### src/rtl/sm4_encryptor_pkg.sv
// Shared SM4 definitions: block width, CTR driver states and counter increment helper.
package sm4_encryptor_pkg;

  localparam int group_size_p    = 128;
  localparam int ctr_inc_width_p = 32;

  typedef enum logic [1:0] {
    IDLE = 2'd0,
    RUN  = 2'd1,
    DONE = 2'd2
  } ctr_state_e;

  // Only the low word counts; the upper bits are a fixed nonce and never see a carry.
  function automatic logic [group_size_p-1:0] ctr_inc(input logic [group_size_p-1:0] ctr);
    return {ctr[group_size_p-1:ctr_inc_width_p],
            ctr[ctr_inc_width_p-1:0] + {{(ctr_inc_width_p-1){1'b0}}, 1'b1}};
  endfunction

endpackage

### src/rtl/sm4_ctr_counter.sv
// CTR counter block register: loadable, with a wrapping increment of the low word.
module sm4_ctr_counter
  import sm4_encryptor_pkg::*;
(
  input  logic                    clk_i,
  input  logic                    reset_i,
  input  logic                    load_i,
  input  logic [group_size_p-1:0] load_val_i,
  input  logic                    inc_i,
  output logic [group_size_p-1:0] ctr_o
);

  logic [group_size_p-1:0] ctr_d;
  logic [group_size_p-1:0] ctr_q;

  // Next counter value: load wins over increment.
  always_comb begin
    ctr_d = ctr_q;
    if (load_i) begin
      ctr_d = load_val_i;
    end else if (inc_i) begin
      ctr_d = ctr_inc(ctr_q);
    end else begin
      ctr_d = ctr_q;
    end
  end

  // Counter register.
  always_ff @(posedge clk_i) begin
    if (reset_i) begin
      ctr_q <= '0;
    end else begin
      ctr_q <= ctr_d;
    end
  end

  assign ctr_o = ctr_q;

endmodule

### src/rtl/sm4_ctr_driver.sv
// CTR-mode job driver for sm4_encryptor: issues counter blocks, retires keystream
// in order, XORs it with the data stream and presents results on a registered port.
module sm4_ctr_driver
  import sm4_encryptor_pkg::*;
#(
  parameter int max_outstanding_p = 2,
  parameter int blocks_width_p    = 16
) (
  input  logic                      clk_i,
  input  logic                      reset_i,
  input  logic                      job_v_i,
  output logic                      job_ready_o,
  input  logic [group_size_p-1:0]   job_key_i,
  input  logic [group_size_p-1:0]   job_iv_i,
  input  logic [blocks_width_p-1:0] job_blocks_i,
  input  logic                      pt_v_i,
  input  logic [group_size_p-1:0]   pt_data_i,
  output logic                      pt_ready_o,
  output logic [group_size_p-1:0]   enc_content_o,
  output logic [group_size_p-1:0]   enc_key_o,
  output logic                      enc_decode_o,
  output logic                      enc_v_o,
  input  logic                      enc_ready_i,
  input  logic [group_size_p-1:0]   enc_crypt_i,
  input  logic                      enc_v_i,
  output logic                      enc_yumi_o,
  output logic                      out_v_o,
  output logic [group_size_p-1:0]   out_data_o,
  input  logic                      out_yumi_i,
  output logic                      done_o
);

  localparam int out_w_lp = $clog2(max_outstanding_p + 1);
  localparam logic [out_w_lp-1:0]       max_out_lp = out_w_lp'(max_outstanding_p);
  localparam logic [out_w_lp-1:0]       one_out_lp = out_w_lp'(1);
  localparam logic [blocks_width_p-1:0] one_blk_lp = blocks_width_p'(1);

  ctr_state_e                state_d, state_q;
  logic [group_size_p-1:0]   key_d, key_q;
  logic [blocks_width_p-1:0] issue_rem_d, issue_rem_q;
  logic [blocks_width_p-1:0] out_rem_d, out_rem_q;
  logic [out_w_lp-1:0]       outstanding_d, outstanding_q;
  logic                      out_v_d, out_v_q;
  logic [group_size_p-1:0]   out_data_d, out_data_q;

  logic                      ctr_load_s;
  logic                      issue_v_s;
  logic                      issue_fire_s;
  logic                      fire_s;
  logic                      out_take_s;
  logic [group_size_p-1:0]   ctr_s;

  sm4_ctr_counter u_ctr (
    .clk_i      (clk_i),
    .reset_i    (reset_i),
    .load_i     (ctr_load_s),
    .load_val_i (job_iv_i),
    .inc_i      (issue_fire_s),
    .ctr_o      (ctr_s)
  );

  assign out_take_s = out_v_q & out_yumi_i;

  // Job FSM: acceptance, issue/retire bookkeeping and completion.
  always_comb begin
    state_d       = state_q;
    key_d         = key_q;
    issue_rem_d   = issue_rem_q;
    out_rem_d     = out_rem_q;
    outstanding_d = outstanding_q;
    ctr_load_s    = 1'b0;
    job_ready_o   = 1'b0;
    done_o        = 1'b0;
    issue_v_s     = 1'b0;
    issue_fire_s  = 1'b0;
    fire_s        = 1'b0;
    case (state_q)
      IDLE: begin
        job_ready_o = 1'b1;
        if (job_v_i) begin
          key_d       = job_key_i;
          ctr_load_s  = 1'b1;
          issue_rem_d = job_blocks_i;
          out_rem_d   = job_blocks_i;
          if (job_blocks_i == '0) begin
            state_d = DONE;
          end else begin
            state_d = RUN;
          end
        end else begin
          state_d = IDLE;
        end
      end
      RUN: begin
        // Issue never looks at enc_ready_i, so there is no ready-to-valid path.
        issue_v_s    = (issue_rem_q != '0) && (outstanding_q < max_out_lp);
        issue_fire_s = issue_v_s & enc_ready_i;
        fire_s       = enc_v_i & pt_v_i & (~out_v_q | out_yumi_i);
        if (issue_fire_s) begin
          issue_rem_d = issue_rem_q - one_blk_lp;
        end else begin
          issue_rem_d = issue_rem_q;
        end
        case ({issue_fire_s, fire_s})
          2'b10:   outstanding_d = outstanding_q + one_out_lp;
          2'b01:   outstanding_d = outstanding_q - one_out_lp;
          default: outstanding_d = outstanding_q;
        endcase
        if (out_take_s) begin
          out_rem_d = out_rem_q - one_blk_lp;
          if (out_rem_q == one_blk_lp) begin
            state_d = DONE;
          end else begin
            state_d = RUN;
          end
        end else begin
          out_rem_d = out_rem_q;
        end
      end
      DONE: begin
        done_o  = 1'b1;
        state_d = IDLE;
      end
      default: begin
        state_d = IDLE;
      end
    endcase
  end

  // Result register: a new fire reloads it even in the cycle the old result is taken.
  always_comb begin
    out_v_d    = out_v_q;
    out_data_d = out_data_q;
    if (fire_s) begin
      out_v_d    = 1'b1;
      out_data_d = pt_data_i ^ enc_crypt_i;
    end else if (out_take_s) begin
      out_v_d = 1'b0;
    end else begin
      out_v_d = out_v_q;
    end
  end

  // State, bookkeeping and result registers.
  always_ff @(posedge clk_i) begin
    if (reset_i) begin
      state_q       <= IDLE;
      key_q         <= '0;
      issue_rem_q   <= '0;
      out_rem_q     <= '0;
      outstanding_q <= '0;
      out_v_q       <= 1'b0;
      out_data_q    <= '0;
    end else begin
      state_q       <= state_d;
      key_q         <= key_d;
      issue_rem_q   <= issue_rem_d;
      out_rem_q     <= out_rem_d;
      outstanding_q <= outstanding_d;
      out_v_q       <= out_v_d;
      out_data_q    <= out_data_d;
    end
  end

  assign enc_v_o       = issue_v_s;
  assign enc_content_o = ctr_s;
  assign enc_key_o     = key_q;
  assign enc_decode_o  = 1'b0;
  assign enc_yumi_o    = fire_s;
  assign pt_ready_o    = fire_s;
  assign out_v_o       = out_v_q;
  assign out_data_o    = out_data_q;

endmodule

### config.mk
export PLATFORM = sky130hd
export DESIGN_NAME = sm4_ctr_driver
export DESIGN_NICKNAME = d
export VERILOG_FILES = /design/src/rtl/sm4_encryptor_pkg.sv /design/src/rtl/sm4_ctr_counter.sv /design/src/rtl/sm4_ctr_driver.sv
export SDC_FILE = /design/constraint.sdc
export NUM_CORES = 1
export LEC_CHECK = 0
export BUFFER_PORTS_ARGS = -buffer_cell sky130_fd_sc_hd__buf_4
export CORE_AREA = 2 2 365 367
export CTS_BUF_LIST = sky130_fd_sc_hd__clkbuf_16
export CTS_CLUSTER_SIZE = 16
export DETAILED_ROUTE_END_ITERATION = 10
export DIE_AREA = 0 0 367 369
export PLACE_DENSITY = 0.3
export SETUP_SLACK_MARGIN = 0.1
export SYNTH_ARGS = -nofsm -noshare
export SYNTH_HDL_FRONTEND = slang
export SYNTH_SLANG_ARGS = --single-unit
### constraint.sdc
create_clock -name clk_i -period 7.9 [get_ports clk_i]
set_input_delay 0.395 -clock clk_i [delete_from_list [all_inputs] [get_ports clk_i]]
set_output_delay 0.395 -clock clk_i [all_outputs]
set_load 0.02 [all_outputs]
Word level (Yosys, flattened, before mapping)
Index checks and enable logic that the tools add are counted.

operators by class
  shift-type cells = 0
  div/mod/pow operators = 0
  bitwise operators = 7
  add/sub/neg operators = 5
  muxes and demuxes = 22
  $mul = 0
  magnitude comparators = 1
  reductions and logical operators = 12
  equality and inequality tests = 8

operators with widths
  cell                                                                  number
  128-bit 2-to-1 mux                                                    1
  128-bit bitwise XOR                                                   1
  16-bit case mux with 2 select lines                                   2
  16-bit 2-to-1 mux                                                     3
  32-bit by 1-bit adder with 32-bit output, second input constant       1
  32-bit 2-to-1 mux                                                     1
  16-bit by 1-bit subtractor with 16-bit output, second input constant  2
  16-bit by 1-bit == test with 1-bit output, second input constant      1
  16-bit zero test                                                      1
  16-bit nonzero test                                                   1
  1-bit 2-to-1 mux                                                      9
  2-bit 2-to-1 mux                                                      4
  2-bit case mux with 2 select lines                                    2
  2-bit nonzero test                                                    4
  2-bit inequality test, second input constant                          3
  3-bit AND reduction                                                   2
  1-bit AND                                                             4
  2-bit by 1-bit == test with 1-bit output, second input constant       2
  2-bit == test, second input constant                                  2
  2-bit AND reduction                                                   2
  2-bit by 1-bit adder with 2-bit output, second input constant         1
  2-bit zero test                                                       1
  2-bit < comparator, second input constant                             1
  2-bit by 1-bit subtractor with 2-bit output, second input constant    1
  3 further kinds                                                       3

word-level totals
  bits in read-only memories = 0
  register bits after elaboration = 421
  input bits = 535
  memories = 0
  logic and storage cells = 64
  memory bits (writable) = 0
  output and inout port bits = 391
  bits in latches = 0

Longest topological paths before layout
Gate-level depths: netlist of the first run.

  depth in word-level cells = 6
  depth in mapped cells = 13
  gate-level depth less buffers = 11

Hierarchy
A second synthesis of the first run with hierarchy kept.

unflattened totals
  cells, all modules = 1995
  area, all modules = 17270.3 um^2

modules (own cells, without submodules)
  module           sequential area each (um^2)  cells each  area each (um^2)  times used
  sm4_ctr_driver   5865.6                       1428        11915.2           1
  sm4_ctr_counter  2562.5                       567         5355.1            1

Least setup slack after synthesis of the first run
Ideal clock, no wire load.

  path type = reg2reg
  start point = register issue_rem_q[0]
  end point = register outstanding_q[0]
  stages on the path, launching flop included = 12
  path buffers = 2
  slack = 5.331 ns
  data required time = 7.830 ns
  arrival time = 2.499 ns
  period minus slack after synthesis = 2.569 ns
  library setup time = 0.070 ns
  path through = dfxtp_1 -> inv_1 -> ha_1 -> nor3b_1 -> and3_1 -> buf_2 -> buf_2 -> a21oi_1 -> nand2_1 -> ha_1 -> or3_1 -> a21oi_1

on the way
  longest elaborated chain between the ends = 6
  elaborated cells between the ends (all ways) = 8
  those cells by class = 2 x eq/ne; 1 x mux; 1 x bitwise; 4 x reduce/logical

RTL lines
  element                                                                           line                   source
  start, declared                                                                   sm4_ctr_driver.sv:40   logic [blocks_width_p-1:0] issue_rem_d, issue_rem_q;
  start signal, assigned                                                            sm4_ctr_driver.sv:157  issue_rem_q <= issue_rem_d;
  16-bit nonzero test (*)                                                           sm4_ctr_driver.sv:96   issue_v_s = (issue_rem_q != '0) && (outstanding_q < max_out_lp);
  1-bit logical AND (*)                                                             sm4_ctr_driver.sv:96
  1-bit AND (*)                                                                     sm4_ctr_driver.sv:97   issue_fire_s = issue_v_s & enc_ready_i;
  2-bit by 1-bit == test with 1-bit output / 2-bit == test (equally long branches)  sm4_ctr_driver.sv:104  case ({issue_fire_s, fire_s})
  2-bit nonzero test (no source line)                                               --
  2-bit AND reduction (no source line)                                              --
  end signal, assigned                                                              sm4_ctr_driver.sv:159  outstanding_q <= outstanding_d;
  end, declared                                                                     sm4_ctr_driver.sv:42   logic [out_w_lp-1:0] outstanding_d, outstanding_q;

Every way passes the cells marked *; elsewhere a longest branch is shown, timed or not.
A chain may end at the register's enable or synchronous reset.

Final worst setup path of the first run
  start point = register state_q[0]
  end point = output enc_yumi_o

on the way
  longest elaborated chain between the ends = 2

RTL lines
  element                                   line                   source
  start, declared                           sm4_ctr_driver.sv:38   ctr_state_e state_d, state_q;
  start signal, assigned                    sm4_ctr_driver.sv:155  state_q <= state_d;
  2-bit by 1-bit == test with 1-bit output  sm4_ctr_driver.sv:77   case (state_q)
  1-bit 2-to-1 mux                          sm4_ctr_driver.sv:77
  end, declared                             sm4_ctr_driver.sv:26   output logic enc_yumi_o,

No other way between the ends.

==> results of run 1 <==
[power by group]
| part | internal, mW | leakage, nW | switching, mW |
|---|---|---|---|
| Combinational | 0.597 | 7.91 | 0.687 |
| Clock | 1.53 | 0.976 | 1.11 |
| Sequential | 2.26 | 3.45 | 0.0936 |
[through the flow]
step                hold slack [ns]  util [%]  power, mW  setup slack (ns)
detailed placement            0.448      19.6       3.58              4.64
CTS                        0.000135      23.2       6.44              4.04
global placement              0.443      19.6       3.58              4.62
finish                       0.0573      23.2       6.27              4.11
floorplan                     0.434         -       2.93              5.33
global route                 0.0144      23.2       6.62              3.84
[metal layers]
layer	track usage, %	routed length (µm)	share of wire, %	vias to the layer above
met2	24.3	49000	51	553
met1	15.6	38900	40	8687
met4	3.22	1880	2.0	12
met3	4.03	6460	6.7	117
li1	-	-	-	9353
met5	0	69	0.072	-
[cell type report]
| class | instances | share of cell area (%) |
|---|---|---|
| multi-input cells | 1461 | 26.0 |
| clock buffers | 60 | 4.94 |
| inverters | 18 | 0.247 |
| diodes | 2 | 0.0165 |
| clock inverters | 51 | 1.22 |
| flip-flops and latches | 421 | 27.7 |
| well taps | 1755 | 7.23 |
| repair buffers | 1219 | 32.6 |
[worst paths after layout]
path / slack [ns] / cells past startpoint / start / endpoint
setup / recovery: 4.11 / 6 / state_q[0] / enc_yumi_o
hold / removal: 0.06 / 3 / job_iv_i[79] / u_ctr.ctr_o[79]
setup reg to reg: 4.55 / 7 / state_q[0] / out_data_o[68]
hold reg to reg: 0.45 / 2 / u_ctr.ctr_o[41] / u_ctr.ctr_o[41]
[flip-flops by register name (all words and copies together) (netlist names)]
name,count
enc_key_o,128
out_data_o,128
u_ctr.ctr_o,128
issue_rem_q,16
out_rem_q,16
outstanding_q,2
state_q,2
out_v_o,1
[cells by family after synthesis]
group	share of synthesized area, %
AOI/OAI and AO/OA	20.0
and+or+nand+nor	18.3
DFF	49.5
xor gates and xnor gates	7.62
adders and majority gates	0.368
buffers and inverters	4.09
other	0.0220
muxes	0.0588
[worst register-to-register path, stage by stage, from the launching register on]
cell	delay, ns
dfxtp_1	0.50
nor2b_4	0.20
buf_4	0.39
nand2_1	0.28
inv_8	0.46
buf_4	1.04
nor2_1	0.14
a211oi_1	0.25
[synthesized netlist by cell type, types with 3 or more instances]
master       n
nor2_1     162
a32o_1       5
buf_4        3
nor3_1      13
or4_1       10
nand2_1    488
or3_1        8
nor3b_1      6
a31oi_1     14
a2111oi_0    9
xnor2_1    148
nand4_1      7
o32ai_1      5
a221oi_1     7
o31ai_1      9
nor2b_1      3
and4_1       5
a22oi_1      8
buf_2        4
a211oi_1   148
nor4_1      15
ha_1         5
nand2b_1     4
clkbuf_1   149
o22ai_1     10
dfxtp_1    421
a21oi_1    263
buf_1        4
nand3_1     18
o21ai_0     53
inv_1       17
and3_1       3
[placed cells by master, fill, tap and decap left out, types with 3 or more instances in the layout]
cell type | Yosys | layout
nor4_1 | 15 | 15
xnor2_1 | 148 | 148
a22oi_1 | 8 | 8
a21oi_1 | 263 | 263
nand2b_1 | 4 | 3
nor3b_1 | 6 | 5
clkbuf_16 | 0 | 60
dfxtp_1 | 421 | 421
or4_1 | 10 | 10
buf_4 | 3 | 940
bufinv_16 | 0 | 5
a32o_1 | 5 | 5
o22ai_1 | 10 | 10
clkinv_2 | 0 | 12
and4_1 | 5 | 5
dlygate4sd3_1 | 0 | 274
nand3_1 | 18 | 18
o32ai_1 | 5 | 5
nand4_1 | 7 | 7
a31oi_1 | 14 | 14
or3_1 | 8 | 8
nor3_1 | 13 | 13
buf_12 | 0 | 4
clkinv_1 | 1 | 16
and3_1 | 3 | 3
a211oi_1 | 148 | 148
ha_1 | 5 | 5
nor2_1 | 162 | 162
inv_6 | 0 | 3
o21ai_0 | 53 | 52
inv_1 | 17 | 30
a221oi_1 | 7 | 7
o31ai_1 | 9 | 9
nand2_1 | 488 | 488
a2111oi_0 | 9 | 9
[what timing repair did]
action | 4_1_cts | 5_1_grt
hold endpoints to repair | 239 | 0
hold buffers | 274 | 0
buffers inserted | 0 | 0
==> results.py, run 1 <==
metrics = {
    "placement": {
        "postPlaceCellArea_mm2": 0.0258,
        "place_congestion": 0.786,
        "dpl.hpwl_um": 72400,
        "io_buffers": 924,
        "dpl.cell_count": 4600,
    },
    "layout": {
        "multi_input_area_mm2": 0.00791,
        "ff_latch_area_mm2": 0.00843,
        "fillerInstances": 14800,
        "design_area_mm2": 0.0304,
        "area_growth_syn_to_layout_pct": 78.5,
        "drive_gt1_share_pct": 32.2,
        "finalNonFillerCells": 4987,
        "final_nets": 3720,
    },
    "worst_setup_path": {
        "worstSetupPathType": "reg2out",
        "cp-end-kind": "output pin",
        "worstPathCellList": "nor2b_4 -> buf_4 -> nand2_1 -> inv_8 -> buf_4 -> buf_4",
        "path_max_fanout": 130,
        "crit_top_cell": "buf_4",
        "worst_setup_path_start_kind": "flop",
        "path_buf_inv": 4,
        "max_stage_delay_ns": 0.50,
        "arrival_ns": 3.40,
        "cpMaxStageDelayCell": "dfxtp_1",
        "crit_family": "buffers and inverters",
        "worstPathRequired_ns": 7.51,
    },
    "timing": {
        "slew_headroom_pct": 22.5,
        "period_share_pct": 48.0,
        "hold_violations": 0,
        "worst_pin_slew_ns": 1.16,
        "rsz0062_at_grt": "false",
        "setup_viol": 0,
        "min_period_ns": 3.79,
        "max_freq_mhz": 264,
        "drv_slew": 0,
        "skew_ns": 0.0272,
        "finalSetupTns_ns": 0,
    },
    "route": {
        "vias": 18700,
        "wl_per_cell_um": 19.3,
        "viasPerCell": 3.75,
        "detail_route.iter0.violations": 766,
        "first_pass_iters": 5,
        "drc": 0,
        "antenna_left": 0,
        "routed_wl_um": 96300,
    },
    "floorplan": {
        "dieHeight_um": 369,
        "start_util_pct": 13.0,
        "rows": 133,
        "die_x_um": 367,
        "die_area_mm2": 0.135,
        "io_pins": 926,
        "core_area_mm2": 0.131,
    },
    "global_routing": {
        "grt_max_degree": 185,
        "grt_pass1_vias": 19200,
        "grt_pass1_wl_um": 136000,
        "grt_remaining_overflow": 0,
        "grt_usage_pct": 13.5,
        "antenna_found_initial": 12,
    },
    "clocking": {
        "clkSinkCount": 421,
        "cts_buffers": 59,
        "post_cts_resized": 0,
        "clock_path_buffers": 3,
        "clk_latency_ns": 0.66,
        "htree_num_levels": 2,
        "clkTransAtPathRegs_ns": 0.05,
        "root_buffer": "clkbuf_16",
        "cts_tree": "done",
    },
    "logic_synthesis": {
        "syn_area_mm2": 0.0170,
        "yosysWarnings": 0,
        "synth_fp_nets": 2601,
        "syn_inst": 2061,
        "synth.largest_area_cell": "dfxtp_1",
        "ys_ff_latch": 421,
        "synthTopCellsByArea": "dfxtp_1, nand2_1, a21oi_1",
        "ys.flop_type": "dfxtp_1",
        "yosysSeqAreaShare_pct": 49.5,
        "synth_cell_type_count": 61,
        "syn_area_per_cell_um2": 8.26,
        "synth_top_area_share_pct": 49.5,
        "synth_edf_count": 0,
        "ys_async_sr_fraction_pct": 0,
    },
    "power_and_ir_drop": {
        "power.density_mw_per_mm2": 206,
        "ir_drop_mv": 0.174,
        "p_leak_nw": 12.3,
    },
    "worst_hold_path": {
        "hp-class": "in2reg",
    },
    "flow_run": {
        "maxCapViolCount": 0,
    },
    "status": {
        "outcome": "complete, no violations",
    },
}
Note: power is estimated with default switching activity, not from simulation.
==> run 2: changes to the inputs <==
Settings changed: CORE_AREA 2 2 365 367 to 2 2 361 363, DIE_AREA 0 0 367 369 to 0 0 363 365, PLACE_DENSITY 0.3 to 0.31.
Clock period 7.9 ns to 3.16 ns, I/O delays scaled along.
==> run 2 against run 1 <==
- register-to-register slack worse by 3.8 ns
- core utilization is 2.4 points higher
- via count is 5.2% higher
- total power is 150% higher
- clock skew is 0.011 ns lower
- worst setup slack worse by 3.6 ns
- largest power group unchanged
- sequential power grew to 2.5 times the previous value
- highest routed layer unchanged
- critical endpoint is now enc_v_o
- sequential share of layout area is 2.1 points lower
==> results.py, run 2 (synthesis gave the netlist of run 1 again) <==
metrics = {
    "worst_setup_path": {
        "rr_startpoint": "issue_rem_q[0]",
        "worst_setup_path_start_kind": "flop",
        "arrival_ns": 2.54,
        "cp-end-kind": "output pin",
        "max_stage_delay_ns": 0.49,
        "crit_end": "enc_v_o",
        "regToRegEndpoint": "outstanding_q[1]",
        "critical_path.startpoint": "issue_rem_q[0]",
        "r2r_setup_slack_ns": 0.72,
        "reg2regPathDepth": 10,
        "worstPathRequired_ns": 3.00,
        "worstSetupPathType": "reg2out",
        "path_max_fanout": 11,
        "worstPathCellList": "inv_1 -> ha_1 -> nor3b_1 -> and3_1 -> a21oi_1 -> and2_1 -> buf_4",
        "cpMaxStageDelayCell": "and3_1",
    },
    "timing": {
        "slew_headroom_pct": 47.8,
        "rsz0062_at_grt": "false",
        "finalSetupTns_ns": 0,
        "hold_slack_ns": 0.00738,
        "worst_pin_slew_ns": 0.783,
        "min_period_ns": 2.69,
        "hold_violations": 0,
        "period_share_pct": 85.2,
        "setup_viol": 0,
        "drv_slew": 0,
        "max_freq_mhz": 371,
        "skew_ns": 0.0161,
    },
    "placement": {
        "dpl.hpwl_um": 72000,
        "place_congestion": 0.778,
        "io_buffers": 924,
    },
    "power_and_ir_drop": {
        "combPwrFrac_pct": 22.8,
        "power.share.clock_pct": 39.6,
        "p_leak_nw": 13.5,
        "power.density_mw_per_mm2": 476,
        "p_int_mw": 11.0,
        "seq_power_share_pct": 37.5,
        "ir_drop_mv": 0.432,
        "p_switching_mw": 4.64,
        "p_sw_share_pct": 29.6,
    },
    "floorplan": {
        "io_pins": 926,
        "die_x_um": 363,
        "core_area_mm2": 0.129,
        "rows": 132,
        "dieHeight_um": 365,
        "start_util_pct": 13.2,
        "die_area_mm2": 0.132,
    },
    "layout": {
        "area_growth_syn_to_layout_pct": 93.2,
        "ff_latch_area_mm2": 0.00843,
        "final_nets": 3988,
        "drive_gt1_share_pct": 30.0,
        "final_cell_mix": "buf_4, dlygate4sd3_1, nand2_1",
        "fillerInstances": 14300,
        "final_common_cell": "buf_4",
        "multi_input_area_mm2": 0.00791,
    },
    "global_routing": {
        "grt_pass1_vias": 20400,
        "grt_pass1_wl_um": 135000,
        "antenna_found_initial": 8,
        "grt_remaining_overflow": 0,
        "grt_usage_pct": 13.6,
        "grt_max_degree": 108,
    },
    "route": {
        "drc": 0,
        "routed_wl_um": 94700,
        "vias": 19700,
        "detail_route.iter0.violations": 808,
        "wl_per_cell_um": 18.3,
        "antenna_left": 0,
        "first_pass_iters": 7,
        "viasPerCell": 3.81,
    },
    "clocking": {
        "clkTransAtPathRegs_ns": 0.06,
        "htree_num_levels": 2,
        "cts_buffers": 57,
        "cts_tree": "done",
        "cts_setup_buffers": 0,
        "clock_path_buffers": 3,
        "post_cts_resized": 0,
        "clkSinkCount": 421,
        "clk_latency_ns": 0.63,
        "cts_hold_buffers": 524,
        "root_buffer": "clkbuf_16",
    },
    "worst_hold_path": {
        "hp-class": "in2reg",
    },
    "flow_run": {
        "maxCapViolCount": 0,
    },
    "status": {
        "outcome": "complete, no violations",
    },
}
==> run 2: cell count changes in the layout (fill, tap and decap cells not counted) <==
cell,previous run,this run
inv_1,30,38
clkinv_1,16,12
dlygate4sd3_1,274,524
bufinv_16,5,3
inv_6,3,1
buf_4,940,954
diode_2,2,3
clkinv_8,1,0
buf_12,4,10
clkbuf_16,60,59
clkinv_2,12,8
==> run 2: metrics by stage <==
| stage | power (mW) | area, µm² | cells | util, % | worst slack [ns] |
|---|---|---|---|---|---|
| after floorplan | 7.32 | 17000 | 2061 | - | 0.591 |
| after global placement | 9.00 | 25900 | 4540 | 20.1 | 0.698 |
| after detailed placement | 8.98 | 25900 | 4540 | 20.1 | 0.709 |
| after global routing | 16.5 | 32900 | 5170 | 25.6 | 0.235 |
| final | 15.7 | 32900 | 5172 | 25.6 | 0.467 |
| after CTS | 16.1 | 32900 | 5169 | 25.6 | 0.367 |
==> run 2: final cells by class <==
cell class / count / area share, %
inverter: 18 / 0.228
tap: 1675 / 6.37
antenna: 3 / 0.0228
sequential: 421 / 25.6
clock inverter: 46 / 0.826
clock buffer: 59 / 4.49
timing repair buffer: 1489 / 38.4
multi-input combinational: 1461 / 24.1
==> run 2: worst min path at each step <==
| stage | start | endpoint | slack (ns) | cells after the start |
|---|---|---|---|---|
| 2_1_floorplan | job_key_i[0] | enc_key_o[0] | 0.29 | 2 |
| 3_3_place_gp | job_iv_i[59] | u_ctr.ctr_o[59] | 0.41 | 3 |
| 3_5_place_dp | job_iv_i[98] | u_ctr.ctr_o[98] | 0.42 | 3 |
| 4_1_cts | job_blocks_i[8] | state_q[1] | 0.002 | 5 |
| 5_1_grt | pt_data_i[97] | out_data_o[97] | 0.005 | 3 |
| 6_report | pt_data_i[97] | out_data_o[97] | 0.007 | 3 |
==> run 2: critical path, delay by kind of cell (launching register included) <==
kind	cells	cell delay, ns
buffers and inverters	2	0.28
and+or+nand+nor	3	0.97
AOI/OAI and AO/OA	1	0.15
DFF	1	0.32
adders and majority gates	1	0.18
==> run 2: power groups by stage <==
stage	Sequential [mW]	Combinational (mW)	Clock, mW
floorplan	6.29	1.03	0
global placement	5.99	3.01	0
detailed placement	5.99	2.99	0
CTS	5.88	3.65	6.52
global route	5.93	3.88	6.72
finish	5.88	3.58	6.20
==> run 2: layer usage <==
layer	share of wire (%)	vias up	track usage, %	wire (µm)
li1	-	9863	-	-
met1	40	9142	15.6	37800
met2	51	563	24.6	48400
met3	6.3	120	3.58	5960
met4	2.6	6	3.91	2430
met5	0.043	-	0	41
